**src/rtl/trig_sequencer.sv**
```systemverilog
// trig_sequencer: front-end controller for the trig LUT datapath.
// Takes one sin/cos/tan request with an integer angle in degrees, folds the
// angle into 0..90, issues a single LUT lookup, applies the quadrant sign to
// the returned magnitude and hands the result out on a valid/ready port.
module trig_sequencer #(
  parameter int DATA_WIDTH  = 16,
  parameter int LUT_LATENCY = 1    // 1..7
) (
  input  logic                  clk,
  input  logic                  reset_n,
  input  logic                  req_valid,
  output logic                  req_ready,
  input  logic [1:0]            req_func,
  input  logic [DATA_WIDTH-1:0] req_angle,
  output logic                  lut_en,
  output logic                  lut_en_tangent,
  output logic [DATA_WIDTH-1:0] lut_angle,
  input  logic [63:0]           lut_data,
  output logic                  res_valid,
  input  logic                  res_ready,
  output logic [63:0]           res_data,
  output logic                  res_err
);

  typedef enum logic [2:0] {S_IDLE, S_REDUCE, S_ISSUE, S_WAIT, S_OUTPUT} state_t;

  localparam logic [DATA_WIDTH-1:0] D90  = DATA_WIDTH'(90);
  localparam logic [DATA_WIDTH-1:0] D180 = DATA_WIDTH'(180);
  localparam logic [DATA_WIDTH-1:0] D270 = DATA_WIDTH'(270);
  localparam logic [DATA_WIDTH-1:0] D360 = DATA_WIDTH'(360);
  localparam logic [2:0]            LAT3 = 3'(LUT_LATENCY);
  localparam logic [63:0]           NAN  = 64'h7FF8000000000000;
  localparam logic [63:0]           PINF = 64'h7FF0000000000000;

  state_t                r_state, w_state_nxt;
  logic [1:0]            r_func;
  logic [DATA_WIDTH-1:0] r_angle;
  logic [1:0]            r_q;
  logic [DATA_WIDTH-1:0] r_lut_angle;
  logic [2:0]            r_cnt;
  logic [63:0]           r_res;
  logic                  r_err;

  logic [1:0]            w_q;
  logic [DATA_WIDTH-1:0] w_ref;
  logic                  w_nan, w_inf, w_neg;

  // Angle reduction: quadrant, reference angle and error classification.
  // Out-of-range angles land in the last branch but are overridden by w_nan.
  always_comb begin
    w_q   = 2'd0;
    w_ref = r_angle;
    if (r_angle <= D90) begin
      w_q   = 2'd0;
      w_ref = r_angle;
    end else if (r_angle <= D180) begin
      w_q   = 2'd1;
      w_ref = D180 - r_angle;
    end else if (r_angle <= D270) begin
      w_q   = 2'd2;
      w_ref = r_angle - D180;
    end else begin
      w_q   = 2'd3;
      w_ref = D360 - r_angle;
    end
    w_nan = (r_angle >= D360) || (r_func == 2'b11);
    w_inf = (r_func == 2'b10) && ((r_angle == D90) || (r_angle == D270));
  end

  // Quadrant sign: sin negative in q2/q3, cos in q1/q2, tan in q1/q3.
  always_comb begin
    case (r_func)
      2'b00:   w_neg = r_q[1];
      2'b01:   w_neg = r_q[1] ^ r_q[0];
      2'b10:   w_neg = r_q[0];
      default: w_neg = 1'b0;
    endcase
  end

  // State register.
  always_ff @(posedge clk) begin
    if (!reset_n) r_state <= S_IDLE;
    else          r_state <= w_state_nxt;
  end

  // Next state and outputs; all outputs are quiet outside their owning state.
  always_comb begin
    w_state_nxt    = r_state;
    req_ready      = 1'b0;
    lut_en         = 1'b0;
    lut_en_tangent = 1'b0;
    lut_angle      = '0;
    res_valid      = 1'b0;
    res_data       = '0;
    res_err        = 1'b0;
    case (r_state)
      S_IDLE: begin
        req_ready = 1'b1;
        if (req_valid) w_state_nxt = S_REDUCE;
      end
      S_REDUCE: w_state_nxt = (w_nan || w_inf) ? S_OUTPUT : S_ISSUE;
      S_ISSUE: begin
        lut_en         = 1'b1;
        lut_en_tangent = (r_func == 2'b10);
        lut_angle      = r_lut_angle;
        w_state_nxt    = S_WAIT;
      end
      S_WAIT: if (r_cnt == 3'd1) w_state_nxt = S_OUTPUT;
      S_OUTPUT: begin
        res_valid = 1'b1;
        res_data  = r_res;
        res_err   = r_err;
        if (res_ready) w_state_nxt = S_IDLE;
      end
      default: w_state_nxt = S_IDLE;
    endcase
  end

  // Datapath: request capture, reduction results, latency counter, result.
  // The sign bit is cleared for a zero magnitude so -0 is never produced.
  always_ff @(posedge clk) begin
    if (!reset_n) begin
      r_func      <= '0;
      r_angle     <= '0;
      r_q         <= '0;
      r_lut_angle <= '0;
      r_cnt       <= '0;
      r_res       <= '0;
      r_err       <= 1'b0;
    end else begin
      case (r_state)
        S_IDLE: if (req_valid) begin
          r_func  <= req_func;
          r_angle <= req_angle;
        end
        S_REDUCE: begin
          r_q         <= w_q;
          r_lut_angle <= (r_func == 2'b00) ? D90 - w_ref : w_ref;
          r_err       <= w_nan | w_inf;
          r_res       <= w_nan ? NAN : (w_inf ? PINF : 64'd0);
        end
        S_ISSUE: r_cnt <= LAT3;
        S_WAIT: begin
          r_cnt <= r_cnt - 3'd1;
          if (r_cnt == 3'd1) begin
            r_res <= {w_neg & (|lut_data[62:0]), lut_data[62:0]};
            r_err <= 1'b0;
          end
        end
        default: ;
      endcase
    end
  end

endmodule

```
**config.mk**
```make
export PLATFORM = sky130hd
export DESIGN_NAME = trig_sequencer
export DESIGN_NICKNAME = d
export VERILOG_FILES = /design/src/rtl/trig_sequencer.sv
export SDC_FILE = /design/constraint.sdc
export NUM_CORES = 1
export LEC_CHECK = 0
export CAP_MARGIN = 15
export CORE_MARGIN = 2
export CORE_UTILIZATION = 44
export CTS_BUF_LIST = sky130_fd_sc_hd__clkbuf_16
export DETAILED_ROUTE_END_ITERATION = 8
export PLACE_DENSITY = 0.74
export SETUP_SLACK_MARGIN = 0.15
export SYNTH_ARGS = -nofsm -noshare
export SYNTH_HDL_FRONTEND = slang
export SYNTH_SLANG_ARGS = --single-unit
```
**constraint.sdc**
```tcl
create_clock -name clk -period 3.2 [get_ports clk]
set_clock_uncertainty 0.05 [all_clocks]
set_input_delay 0.64 -clock clk [delete_from_list [all_inputs] [get_ports clk]]
set_output_delay 0.64 -clock clk [all_outputs]
set_load 0.005 [all_outputs]
```
* After elaboration in Yosys (flattened, before gate mapping)
Cells that the tools add are included.
Operators by class: $add $sub $neg 5, equality and inequality tests 13, muxes and demuxes 27, reductions and logical operators 12, bitwise logic cells 3, order comparisons 4
Operators with widths (number):
- $mux 64 | 2
- $pmux 64 s2 | 1
- $mux 63 | 2
- $mux 16 | 5
- $reduce_or 63->1 | 1
- $eq 16x7->1 const B | 1
- $eq 16x9->1 const B | 1
- $ge 16x9->1 const B | 1
- $le 16x7->1 const B | 1
- $le 16x8->1 const B | 1
- $le 16x9->1 const B | 1
- $sub 16x8->16 const B | 1
- $sub 7x16->16 const A | 1
- $sub 8x16->16 const A | 1
- $sub 9x16->16 const A | 1
- $pmux 3 s5 | 1
- $mux 3 | 4
- $mux 1 | 7
- $eq 3x1->1 const B | 2
- $eq 3x2->1 const B | 2
- $ne 2x2->1 const B | 3
- $pmux 3 s2 | 1
- $eq 2x2->1 const B | 2
- $mux 2 | 2
- other kinds (15) | 19
Storage, ports and cells: word-level logic and storage cells 72, flip-flop bits (word level) 107, output and inout port bits 85, bits of input ports 86

* Longest topological paths before layout
Gate-level depths: netlist of run 1.
depth after elaboration 6, depth in mapped cells 15, depth with buffers taken out 14

* Least setup slack after synthesis of run 1
OpenSTA, ideal clock, no wires.
path kind reg2reg, start point reg r_angle[3], end point reg r_lut_angle[14], period minus slack after synthesis 3.569 ns, path buffers 1, data required time 3.064 ns, data arrival time 3.434 ns, slack -0.369 ns, cell stages (with the launch flop) 16, library setup time 0.086 ns, cells stage by stage dfxtp_1 > clkbuf_1 > inv_1 > ha_1 > nand3b_1 > a221o_2 > nand2_1 > a21oi_1 > nand2_1 > o21ai_0 > ha_1 > nor3_1 > o41ai_4 > a2111oi_1 > nor2_1 > a211oi_1
Between the ends: word-level cells in the longest chain between the ends 6, elaborated cells on any way between the ends 11, those cells by class add/sub: 4; order compare: 3; mux: 4
RTL lines:
- from (decl) | line 37 | logic [DATA_WIDTH-1:0] r_angle;
- from (signal assigned) | line 134 | r_angle <= req_angle;
- $sub 9x16->16, or another cell as far along | line 64 | w_ref = D360 - r_angle;
- $mux 16 | line 59 | end else if (r_angle <= D270) begin
- $mux 16 | line 56 | end else if (r_angle <= D180) begin
- $mux 16 * | line 53 | if (r_angle <= D90) begin
- $sub 7x16->16 | line 138 | r_lut_angle <= (r_func == 2'b00) ? D90 - w_ref : w_ref;
- $mux 16 * | line 138
- to (signal assigned) | line 138
- to (decl) | line 39 | logic [DATA_WIDTH-1:0] r_lut_angle;
Every way passes the cells marked *; elsewhere a longest branch is shown, timed or not. A chain may end at the register's enable or synchronous reset.

* Worst setup path in the final report of run 1
start point reg r_angle[3], end point reg r_lut_angle[15]
Same word-level chain as after synthesis.

==> impl_metrics.sql, run 1 <==
INSERT INTO impl_metrics (metric_group, metric, value, unit) VALUES
('outcome', 'outcome', 'finished clean', ''),
('cells_and_area', 'nNetsFinal', '1098', ''),
('worst_setup_path', 'timing.critical_path.from', 'r_angle[3]$_SDFFE_PN0P_', ''),
('logic_synthesis', 'cell_area_synth', '6130', 'µm²'),
('place', 'buffer_ports.inserted', '169', ''),
('timing', 'rsz0062_at_grt', 'yes', ''),
('timing', 'min_period_over_period', '0.972', ''),
('logic_synthesis', 'number_of_flip_flops_and_latches_in_the_synthesized_netlist', '107', ''),
('logic_synthesis', 'syn_inst', '813', ''),
('power', 'irDropWorstVdd', '285', 'µV'),
('timing', 'finalSetupViolations', '0', ''),
('worst_hold_path', 'min_from', 'r_res[24]$_SDFFE_PN0P_', ''),
('worst_hold_path', 'class_of_the_most_critical_hold_timing_path', 'reg -> reg', ''),
('worst_setup_path', 'critical_path_peak_fanout', '7', ''),
('timing', 'post-route-min-period', '3.11', 'ns'),
('worst_setup_path', 'cpMaxStageDelayCell', 'a221o_2', ''),
('global_route', 'grt_antenna_before_repair', '0', ''),
('global_route', 'residual_overflow_from_global_routing', '0', ''),
('detailed_routing', 'drt-total-wl', '18800', 'µm'),
('timing', 'worst_slew_margin_rel', '0.490', ''),
('worst_setup_path', 'crit_arrival', '3.31', 'ns'),
('timing', 'tightest_slew', '0.762', 'ns'),
('clock_network', 'clock-root-buffer', 'clkbuf_16', ''),
('worst_setup_path', 'critical_path.n_buffers_inverters', '1', ''),
('worst_setup_path', 'worst_setup_ep_type', 'flip-flop', ''),
('clock_network', 'worst_setup_hold_path_clk_slew', '0.08', 'ns'),
('detailed_routing', 'drt-pass1-iter-count', '5', ''),
('logic_synthesis', 'flip_flop_cell_with_the_highest_count_after_synthesis', 'dfxtp_1', ''),
('logic_synthesis', 'post_synthesis_net_count', '909', ''),
('detailed_routing', 'drt_first_iter_violations', '554', ''),
('logic_synthesis', 'synth-async-reset-ratio', '0', ''),
('detailed_routing', 'vias', '6413', ''),
('clock_network', 'htree_levels', '3', ''),
('floorplan', 'io_pins', '171', ''),
('worst_setup_path', 'critPathLaunchType', 'flip-flop', ''),
('worst_setup_path', 'r2r-start', 'r_angle[3]$_SDFFE_PN0P_', ''),
('detailed_routing', 'viasPerCell', '5.40', ''),
('timing', 'totalNegativeSetupSlack', '0', 'ns'),
('logic_synthesis', 'synth-warning-count', '0', ''),
('worst_setup_path', 'cpLargestDelayFamily', 'compound AO/OA/AOI/OAI gates', ''),
('place', 'dp_hpwl', '13500', 'µm'),
('clock_network', 'worst_skew_pair.late_latency', '0.35', 'ns'),
('clock_network', 'cts_inserted_buffers', '9', ''),
('logic_synthesis', 'synth_area_per_cell', '7.54', 'µm²'),
('cells_and_area', 'num_antenna_cells', '0', ''),
('logic_synthesis', 'ys_types', '74', ''),
('cells_and_area', 'layout.cells.most_common', 'clkdlybuf4s50_1', ''),
('detailed_routing', 'routedWlPerCell', '15.8', 'µm'),
('power', 'post_layout_total_power', '0.00416', 'W'),
('global_route', 'maximum_number_of_pins_on_one_net_before_global_route_repair', '68', ''),
('detailed_routing', 'final_antenna_net_count', '0', ''),
('timing', 'report.final.hold_viol_count', '0', ''),
('place', 'globalplace.congestion', '0.917', ''),
('clock_network', 'cts_hold_buffers', '0', ''),
('clock_network', 'max-clock-path-buffers', '2', ''),
('worst_setup_path', 'worst-endpoint-required', '3.40', 'ns'),
('floorplan', 'row_count', '43', ''),
('clock_network', 'tritoncts', 'yes', ''),
('detailed_routing', 'drc', '0', ''),
('timing', 'timing_max_transition_violations_final', '0', ''),
('cells_and_area', 'drive_gt1_frac', '0.136', ''),
('floorplan', 'die_height', '122', 'µm'),
('worst_setup_path', 'category_of_the_most_critical_setup_path', 'reg -> reg', ''),
('clock_network', 'sinks_on_the_clock_net', '107', ''),
('cells_and_area', 'areaGrowthSynthToFinish', '43.6', '%'),
('global_route', 'grt_pass1_wl', '29500', 'µm'),
('global_route', 'grtUsageTotal', '0.248', ''),
('floorplan', 'start_util', '0.447', ''),
('floorplan', 'die_ar', '14900', 'µm²'),
('logic_synthesis', 'synth_seq_area_share', '0.349', ''),
('worst_setup_path', 'critPathMaxStageDelay', '0.48', 'ns'),
('worst_setup_path', 'crit_chain', 'inv_6, ha_4, nand3b_1, a221o_2, o2111a_1, nor3_1, xor2_1, nand2_1, o41ai_2, a21oi_1, o31a_1', ''),
('job', 'maxCapViolCount', '0', ''),
('power', 'power_per_cell_area', '473', 'nW/µm²'),
('cells_and_area', 'most_frequent_cells_in_the_layout', 'clkdlybuf4s50_1 (169), nand2_1 (136), a21oi_1 (108)', ''),
('floorplan', 'floorplan.die.width', '122', 'µm'),
('global_route', 'via_count_of_the_first_global_routing_pass', '5881', ''),
('power', 'leakage', '3.13', 'nW'),
('floorplan', 'coreArea', '13700', 'µm²'),
('timing', 'maxClockFrequency', '321', 'MHz'),
('logic_synthesis', 'synth-edff-count', '0', '');
[metrics by stage]
step	utilization	cell area, µm²	hold slack, ns	instances	setup slack [ns]
floorplan	-	6190	0.377	813	0.117
global placement	0.612	8390	0.384	1166	0.0252
detailed placement	0.612	8390	0.389	1166	0.0276
CTS	0.635	8710	0.400	1184	0.0873
global route	0.642	8800	0.414	1187	-0.0398
finish	0.642	8800	0.396	1187	0.0892
[final cells by class]
cell class	instances	area [µm²]
multi-input combinational	631	3810
clock buffer	9	225
inverter	12	50.0
clock inverter	7	62.6
sequential	107	2150
tap	180	225
fill	1252	4910
timing repair buffer	241	2280
[per-layer routing]
layer  routed length, µm  track usage
met1                8670        0.343
met2                8560        0.388
met3                 961       0.0346
met4                 600        0.101
met5                   0            0
[where the power goes]
part | internal [W] | leakage (nW) | switching (W)
sequential | 0.00142 | 0.871 | 0.0000790
combinational | 0.000728 | 2.12 | 0.000843
clock | 0.000543 | 0.140 | 0.000553
total | 0.00269 | 3.13 | 0.00148
[registers in the layout (all words and copies together), names as in the netlist]
signal / flops
r_res: 64
r_angle: 16
r_lut_angle: 16
r_cnt: 3
r_state: 3
r_func: 2
r_q: 2
r_err: 1
[cell families after synthesis]
kind of cell,count (synthesis),synth area share
AO/OA/AOI/OAI,198,0.208
XOR/XNOR,20,0.0316
adder cells (fa/ha/maj),10,0.0204
buffers and inverters,75,0.0535
flip-flops,107,0.349
multiplexers,1,0.00163
AND/OR/NAND/NOR,402,0.335
[Yosys cell counts, types with 3 or more instances]
master | n | area (µm²)
buf_4 | 3 | 22.5
nor4_1 | 18 | 113
buf_6 | 4 | 45.0
nand4_1 | 13 | 81.3
nand2b_1 | 5 | 31.3
nor3_1 | 11 | 55.1
o21a_1 | 3 | 22.5
a31oi_1 | 5 | 31.3
or2_2 | 3 | 18.8
nor2b_1 | 3 | 18.8
nand3_1 | 64 | 320
ha_1 | 10 | 125
nand3b_1 | 3 | 22.5
buf_2 | 4 | 20.0
clkbuf_1 | 45 | 169
inv_1 | 11 | 41.3
nand2_1 | 139 | 522
and3_1 | 4 | 25.0
or3_1 | 4 | 25.0
buf_1 | 7 | 26.3
and2_1 | 84 | 526
a21oi_1 | 111 | 556
xnor2_1 | 12 | 105
o21ai_0 | 17 | 85.1
xor2_1 | 7 | 61.3
nor2_1 | 37 | 139
o211ai_1 | 13 | 97.6
a211oi_1 | 8 | 60.1
dfxtp_1 | 107 | 2140
[worst register-to-register path, stage by stage, from the launching register on]
cell and delay (ns):
dfxtp_4 0.39, inv_6 0.04, ha_4 0.14, nand3b_1 0.18
a221o_2 0.48, o2111a_1 0.20, nor3_1 0.26, xor2_1 0.29
nand2_1 0.14, o41ai_2 0.39, a21oi_1 0.15, o31a_1 0.30
[worst paths after layout]
check | cells after the start | slack [ns] | end
setup reg to reg | 11 | 0.09 | r_lut_angle[15]$_SDFFE_PN0P_
hold / removal | 2 | 0.40 | r_res[24]$_SDFFE_PN0P_
setup / recovery | 11 | 0.09 | r_lut_angle[15]$_SDFFE_PN0P_
hold reg to reg | 2 | 0.40 | r_res[24]$_SDFFE_PN0P_
[what timing repair did]
action | in CTS | in global routing
setup endpoints to repair | 17 | 22
gates resized for setup | 4 | 14
buffers inserted | 2 | 3
pin swaps | 6 | 10
No activity file was read; power rests on OpenSTA's default activity.
==> run 2, diff against run 1 <==
--- a/config.mk
+++ b/config.mk
@@ -6,12 +6,14 @@
 export NUM_CORES = 1
 export LEC_CHECK = 0
 export CAP_MARGIN = 15
+export CORE_ASPECT_RATIO = 0.7
 export CORE_MARGIN = 2
 export CORE_UTILIZATION = 44
 export CTS_BUF_LIST = sky130_fd_sc_hd__clkbuf_16
 export DETAILED_ROUTE_END_ITERATION = 8
 export PLACE_DENSITY = 0.74
-export SETUP_SLACK_MARGIN = 0.15
+export SETUP_SLACK_MARGIN = 0.4
+export SKIP_LAST_GASP = 1
 export SYNTH_ARGS = -nofsm -noshare
 export SYNTH_HDL_FRONTEND = slang
 export SYNTH_SLANG_ARGS = --single-unit
==> run 2 against run 1 <==
Against the previous run: flip-flop and latch count stayed put; critical endpoint unchanged; clock power increased by 4%; sequential share of layout area is 1.4 points lower; hold slack better by 0.0014 ns; global-route usage increased by 1.3 points; final area grew 6.5%; setup slack worse by 0.050 ns; core utilization is 3.9 points higher; sequential power about the same; die area about the same; maximum frequency is 1.6% lower.
==> impl_metrics.sql, run 2 (same netlist as run 1, synthesis figures left out) <==
INSERT INTO impl_metrics (metric_group, metric, value, unit) VALUES
('outcome', 'outcome', 'finished clean', ''),
('cells_and_area', 'top_register', 'r_res', ''),
('floorplan', 'row_count', '36', ''),
('power', 'leakage', '3.37', 'nW'),
('timing', 'rsz0062_at_grt', 'yes', ''),
('clock_network', 'cts_hold_buffers', '0', ''),
('worst_setup_path', 'category_of_the_most_critical_setup_path', 'reg -> reg', ''),
('detailed_routing', 'drt-total-wl', '20700', 'µm'),
('job', 'maxCapViolCount', '0', ''),
('detailed_routing', 'final_antenna_net_count', '0', ''),
('detailed_routing', 'viasPerCell', '5.38', ''),
('power', 'irDropWorstVdd', '313', 'µV'),
('worst_setup_path', 'crit_chain', 'inv_6, ha_4, nand3b_1, a221o_2, buf_4, o2111a_1, nor3_4, xor2_1, nand2_1, o41ai_4, a21oi_1, o31a_1', ''),
('timing', 'worst_slew_margin_rel', '0.282', ''),
('clock_network', 'htree_levels', '3', ''),
('global_route', 'residual_overflow_from_global_routing', '0', ''),
('detailed_routing', 'drc', '0', ''),
('worst_setup_path', 'worst-endpoint-required', '3.39', 'ns'),
('cells_and_area', 'most_frequent_cells_in_the_layout', 'clkdlybuf4s50_1 (169), nand2_1 (134), a21oi_1 (106)', ''),
('floorplan', 'io_pins', '171', ''),
('worst_setup_path', 'cpMaxStageDelayCell', 'a221o_2', ''),
('global_route', 'grt_use_met2', '0.384', ''),
('global_route', 'via_count_of_the_first_global_routing_pass', '5853', ''),
('cells_and_area', 'max_ffs_per_register', '64', ''),
('worst_setup_path', 'worst_setup_ep_type', 'flip-flop', ''),
('cells_and_area', 'reg.largest.list', 'r_res (64), r_angle (16), r_lut_angle (16)', ''),
('global_route', 'grt_pass1_wl', '31300', 'µm'),
('cells_and_area', 'post-route-cell-area', '9380', 'µm²'),
('detailed_routing', 'drt_first_iter_violations', '405', ''),
('timing', 'maxClockFrequency', '316', 'MHz'),
('timing', 'post-route-min-period', '3.16', 'ns'),
('global_route', 'grt_antenna_before_repair', '0', ''),
('timing', 'report.final.hold_viol_count', '0', ''),
('floorplan', 'start_util', '0.445', ''),
('floorplan', 'die_ar', '14900', 'µm²'),
('detailed_routing', 'routedWlPerCell', '16.8', 'µm'),
('place', 'dp.cells', '1189', ''),
('clock_network', 'clock-root-buffer', 'clkbuf_16', ''),
('global_route', 'grt.met3_usage', '0.0482', ''),
('timing', 'min_period_over_period', '0.988', ''),
('worst_setup_path', 'critical_path_peak_fanout', '6', ''),
('power', 'power_per_cell_area', '488', 'nW/µm²'),
('worst_setup_path', 'cpLargestDelayFamily', 'compound AO/OA/AOI/OAI gates', ''),
('cells_and_area', 'layout.cells.most_common', 'clkdlybuf4s50_1', ''),
('cells_and_area', 'num_antenna_cells', '0', ''),
('cells_and_area', 'areaGrowthSynthToFinish', '53.0', '%'),
('clock_network', 'sinks_on_the_clock_net', '107', ''),
('global_route', 'gr_busiest_metal', 'met1', ''),
('cells_and_area', 'nNetsFinal', '1131', ''),
('worst_setup_path', 'critical_path.n_buffers_inverters', '2', ''),
('worst_setup_path', 'critPathMaxStageDelay', '0.44', 'ns'),
('power', 'clock_power_share', '0.248', ''),
('cells_and_area', 'final_util', '0.680', ''),
('detailed_routing', 'vias', '6612', ''),
('clock_network', 'worst_skew_pair.late_latency', '0.36', 'ns'),
('detailed_routing', 'drt-pass1-iter-count', '5', ''),
('power', 'power_frac_comb', '0.423', ''),
('clock_network', 'cts_inserted_buffers', '9', ''),
('cells_and_area', 'count_of_non_filler_cells_in_the_finished_layout', '1230', ''),
('worst_setup_path', 'cp_depth', '12', ''),
('timing', 'totalNegativeSetupSlack', '0', 'ns'),
('clock_network', 'tritoncts', 'yes', ''),
('place', 'dp_hpwl', '14500', 'µm'),
('power', 'power.sequential.fraction', '0.328', ''),
('timing', 'timing.final.ws_setup', '0.0395', 'ns'),
('power', 'power.switching', '0.00168', 'W'),
('floorplan', 'coreArea', '13800', 'µm²'),
('global_route', 'maximum_number_of_pins_on_one_net_before_global_route_repair', '68', ''),
('worst_setup_path', 'critPathLaunchType', 'flip-flop', ''),
('place', 'buffer_ports.inserted', '169', ''),
('power', 'power.switching_fraction', '0.368', ''),
('clock_network', 'worst_setup_hold_path_clk_slew', '0.08', 'ns'),
('timing', 'tightest_slew', '1.07', 'ns'),
('power', 'power_report.internal_total', '0.00289', 'W'),
('global_route', 'grtUsageTotal', '0.261', ''),
('cells_and_area', 'drive_gt1_frac', '0.192', ''),
('worst_hold_path', 'worst_hold_path.num_cells', '2', ''),
('worst_setup_path', 'crit_arrival', '3.35', 'ns'),
('place', 'globalplace.congestion', '0.946', ''),
('worst_hold_path', 'class_of_the_most_critical_hold_timing_path', 'reg -> reg', ''),
('floorplan', 'die_height', '103', 'µm'),
('place', 'dp_area', '8520', 'µm²'),
('clock_network', 'max-clock-path-buffers', '2', ''),
('timing', 'timing_max_transition_violations_final', '0', ''),
('worst_setup_path', 'rr_worst_depth', '12', ''),
('floorplan', 'floorplan.die.width', '145', 'µm'),
('timing', 'finalSetupViolations', '0', ''),
('place', 'dp_worst_setup_slack', '-0.0584', 'ns'),
('global_route', 'grtUsageMet1', '0.396', '');
==> run 2: power by group through the flow <==
stage	registers, W	clock network, W	logic [W]
3_5_place_dp	0.00152	0	0.00156
6_report	0.00150	0.00114	0.00194
5_1_grt	0.00152	0.00120	0.00207
4_1_cts	0.00150	0.00115	0.00182
3_3_place_gp	0.00152	0	0.00155
2_1_floorplan	0.00149	0	0.000937
==> run 2: worst min-delay path: cells and delay by family, from the launching register on <==
family / cells / cell delay (ns)
and+or+nand+nor: 1 / 0.05
AOI/OAI and AO/OA: 1 / 0.05
DFF: 1 / 0.31
==> run 2: metrics by stage <==
stage | hold WS, ns | total power [W]
after floorplan | 0.377 | 0.00243
after global placement | 0.384 | 0.00307
after detailed placement | 0.390 | 0.00308
after CTS | 0.399 | 0.00446
after global routing | 0.413 | 0.00479
final | 0.397 | 0.00458
==> run 2: cell type report <==
type	count	area [µm²]
inverter	12	52.6
tap	190	238
clock buffer	9	225
timing repair buffer	274	2570
fill	1189	4400
sequential	107	2160
multi-input combinational	631	4070
clock inverter	7	68.8
==> run 2: path summary, 6_finish.rpt <==
kind | slack (ns) | from | to
worst max-delay path | 0.04 | r_angle[3]$_SDFFE_PN0P_ | r_lut_angle[15]$_SDFFE_PN0P_
worst min register to register | 0.40 | r_res[3]$_SDFFE_PN0P_ | r_res[3]$_SDFFE_PN0P_
worst max register to register | 0.04 | r_angle[3]$_SDFFE_PN0P_ | r_lut_angle[15]$_SDFFE_PN0P_
worst min-delay path | 0.40 | r_res[3]$_SDFFE_PN0P_ | r_res[3]$_SDFFE_PN0P_
==> run 2: what timing repair did <==
action,4_1_cts,5_1_grt
resized for setup,48,22
gates cloned,0,2
pin swaps,28,12
setup endpoints to repair,39,97
setup buffers,19,4
==> run 2: layer usage <==
| metal | share of wire | vias to the layer above | wire [µm] |
|---|---|---|---|
| met1 | 0.51 | 3075 | 10500 |
| met3 | 0.067 | 20 | 1390 |
| met2 | 0.41 | 224 | 8590 |
| met5 | 0 | - | 0 |
| li1 | - | 3293 | - |
| met4 | 0.012 | 0 | 247 |
==> run 3, diff against run 2 <==
--- a/config.mk
+++ b/config.mk
@@ -10,9 +10,11 @@
 export CORE_MARGIN = 2
 export CORE_UTILIZATION = 44
 export CTS_BUF_LIST = sky130_fd_sc_hd__clkbuf_16
+export CTS_CLUSTER_DIAMETER = 120
 export DETAILED_ROUTE_END_ITERATION = 8
 export PLACE_DENSITY = 0.74
 export SETUP_SLACK_MARGIN = 0.4
+export SKIP_CTS_REPAIR_TIMING = 1
 export SKIP_LAST_GASP = 1
 export SYNTH_ARGS = -nofsm -noshare
 export SYNTH_HDL_FRONTEND = slang
==> run 3 against run 2 <==
Against the previous run: the flow now finishes with violations (setup timing); final area is 2.0% lower; combinational power is 5% lower; non-clock buffer count is 14 lower; highest routed layer unchanged; largest power group unchanged; first-iteration DRC count is 20% higher; clock-buffer cell count stayed put.
==> impl_metrics.sql, run 3 (same netlist as run 1, synthesis figures left out) <==
INSERT INTO impl_metrics (metric_group, metric, value, unit) VALUES
('job', 'maxCapViolCount', '0', ''),
('floorplan', 'floorplan.die.width', '145', 'µm'),
('place', 'buffer_ports.inserted', '169', ''),
('worst_setup_path', 'critical_path.n_buffers_inverters', '3', ''),
('clock_network', 'worst_setup_hold_path_clk_slew', '0.08', 'ns'),
('global_route', 'residual_overflow_from_global_routing', '0', ''),
('place', 'dp_area', '8520', 'µm²'),
('worst_setup_path', 'cp_common_cell', 'a211oi_4', ''),
('worst_setup_path', 'crit_arrival', '3.39', 'ns'),
('detailed_routing', 'final_antenna_net_count', '0', ''),
('clock_network', 'worst_skew_pair.late_latency', '0.36', 'ns'),
('floorplan', 'io_pins', '171', ''),
('clock_network', 'cts_inserted_buffers', '9', ''),
('worst_setup_path', 'cpLargestDelayFamily', 'compound AO/OA/AOI/OAI gates', ''),
('detailed_routing', 'drc', '0', ''),
('detailed_routing', 'routedWlPerCell', '16.7', 'µm'),
('cells_and_area', 'most_frequent_cells_in_the_layout', 'clkdlybuf4s50_1 (169), nand2_1 (135), a21oi_1 (104)', ''),
('power', 'leakage', '3.30', 'nW'),
('cells_and_area', 'nNetsFinal', '1117', ''),
('worst_hold_path', 'class_of_the_most_critical_hold_timing_path', 'reg -> reg', ''),
('floorplan', 'die_ar', '14900', 'µm²'),
('cells_and_area', 'num_antenna_cells', '0', ''),
('power', 'post_layout_total_power', '0.00447', 'W'),
('clock_network', 'clock-root-buffer', 'clkbuf_16', ''),
('detailed_routing', 'viasPerCell', '5.45', ''),
('timing', 'timing_max_transition_violations_final', '0', ''),
('floorplan', 'die_height', '103', 'µm'),
('cells_and_area', 'layout.cells.most_common', 'clkdlybuf4s50_1', ''),
('worst_setup_path', 'critical_path_peak_fanout', '7', ''),
('timing', 'maxClockFrequency', '312', 'MHz'),
('timing', 'finalSetupViolations', '1', ''),
('cells_and_area', 'count_of_non_filler_cells_in_the_finished_layout', '1216', ''),
('global_route', 'grt_pass1_wl', '30400', 'µm'),
('cells_and_area', 'post-route-cell-area', '9190', 'µm²'),
('power', 'irDropWorstVdd', '295', 'µV'),
('timing', 'tightest_slew', '0.896', 'ns'),
('floorplan', 'start_util', '0.445', ''),
('timing', 'hold_ws', '0.398', 'ns'),
('clock_network', 'htree_levels', '3', ''),
('power', 'power_per_cell_area', '486', 'nW/µm²'),
('timing', 'timing.final.ws_setup', '-0.00379', 'ns'),
('clock_network', 'tritoncts', 'yes', ''),
('place', 'globalplace.congestion', '0.946', ''),
('outcome', 'failed_checks', 'setup timing', ''),
('worst_setup_path', 'crit_chain', 'inv_6, ha_4, nand3b_1, a221o_2, a211oi_4, buf_4, nor4b_4, a211oi_4, o41ai_4, buf_6, nand2_4, and3_4, a311o_1', ''),
('global_route', 'via_count_of_the_first_global_routing_pass', '5659', ''),
('detailed_routing', 'vias', '6622', ''),
('floorplan', 'row_count', '36', ''),
('cells_and_area', 'top_register', 'r_res', ''),
('timing', 'report.final.hold_viol_count', '0', ''),
('timing', 'post-route-min-period', '3.20', 'ns'),
('place', 'dp.cells', '1189', ''),
('timing', 'min_period_over_period', '1.00', ''),
('cells_and_area', 'areaGrowthSynthToFinish', '50.0', '%'),
('timing', 'worst_slew_margin_rel', '0.401', ''),
('detailed_routing', 'drt_first_iter_violations', '487', ''),
('worst_setup_path', 'worst-endpoint-required', '3.39', 'ns'),
('worst_setup_path', 'worst_setup_ep_type', 'flip-flop', ''),
('clock_network', 'max-clock-path-buffers', '2', ''),
('timing', 'rsz0062_at_grt', 'yes', ''),
('clock_network', 'sinks_on_the_clock_net', '107', ''),
('outcome', 'outcome', 'finished with violations', ''),
('cells_and_area', 'drive_gt1_frac', '0.173', ''),
('floorplan', 'coreArea', '13800', 'µm²'),
('global_route', 'maximum_number_of_pins_on_one_net_before_global_route_repair', '68', ''),
('detailed_routing', 'drt-pass1-iter-count', '5', ''),
('detailed_routing', 'drt-total-wl', '20300', 'µm'),
('place', 'dp_hpwl', '14500', 'µm'),
('cells_and_area', 'reg.largest.list', 'r_res (64), r_angle (16), r_lut_angle (16)', ''),
('global_route', 'grt_antenna_before_repair', '0', ''),
('global_route', 'grtUsageTotal', '0.253', ''),
('cells_and_area', 'max_ffs_per_register', '64', ''),
('worst_setup_path', 'critPathLaunchType', 'flip-flop', ''),
('worst_setup_path', 'category_of_the_most_critical_setup_path', 'reg -> reg', ''),
('worst_setup_path', 'critPathMaxStageDelay', '0.46', 'ns'),
('worst_setup_path', 'cpMaxStageDelayCell', 'a221o_2', '');
[run 3: metal layers]
layer  GRT usage  wire length [µm]
met2       0.356              8360
met5           0                 0
met1       0.390             10100
met3      0.0562              1570
met4      0.0581               289
[run 3: layout make-up]
type,instances,area [µm²]
fillers,1215,4590
multi-input cells,631,3980
repair buffers,260,2470
flip-flops and latches,107,2160
well taps,190,238
clock buffers,9,225
clock inverters,7,68.8
inverters,12,52.6
[run 3: per-stage QoR]
stage           util  TNS [ns]  worst slack, ns
6_report       0.667  -0.00379         -0.00379
5_1_grt        0.667    -0.587           -0.122
4_1_cts        0.640    -0.304           -0.101
3_5_place_dp   0.618    -0.109          -0.0584
3_3_place_gp   0.618   -0.0119         -0.00669
2_1_floorplan      -         0            0.117
[run 3: worst paths after layout]
kind,slack [ns],depth (start not counted),start,to
max reg2reg,-0.004,13,r_angle[3]$_SDFFE_PN0P_,r_lut_angle[12]$_SDFFE_PN0P_
min,0.40,2,r_res[26]$_SDFFE_PN0P_,r_res[26]$_SDFFE_PN0P_
max,-0.004,13,r_angle[3]$_SDFFE_PN0P_,r_lut_angle[12]$_SDFFE_PN0P_
min reg2reg,0.40,2,r_res[26]$_SDFFE_PN0P_,r_res[26]$_SDFFE_PN0P_
[run 3: tightest hold or removal path, stage by stage, from the launching register on]
cell	delay (ns)
dfxtp_1	0.31
nand2_1	0.05
a21oi_1	0.05
[run 3: report_power, final]
| group | switching (W) | leakage (nW) | internal [W] |
|---|---|---|---|
| logic | 0.000976 | 2.28 | 0.000861 |
| registers | 0.0000827 | 0.873 | 0.00142 |
| clock network | 0.000576 | 0.145 | 0.000553 |
| total | 0.00164 | 3.30 | 0.00283 |
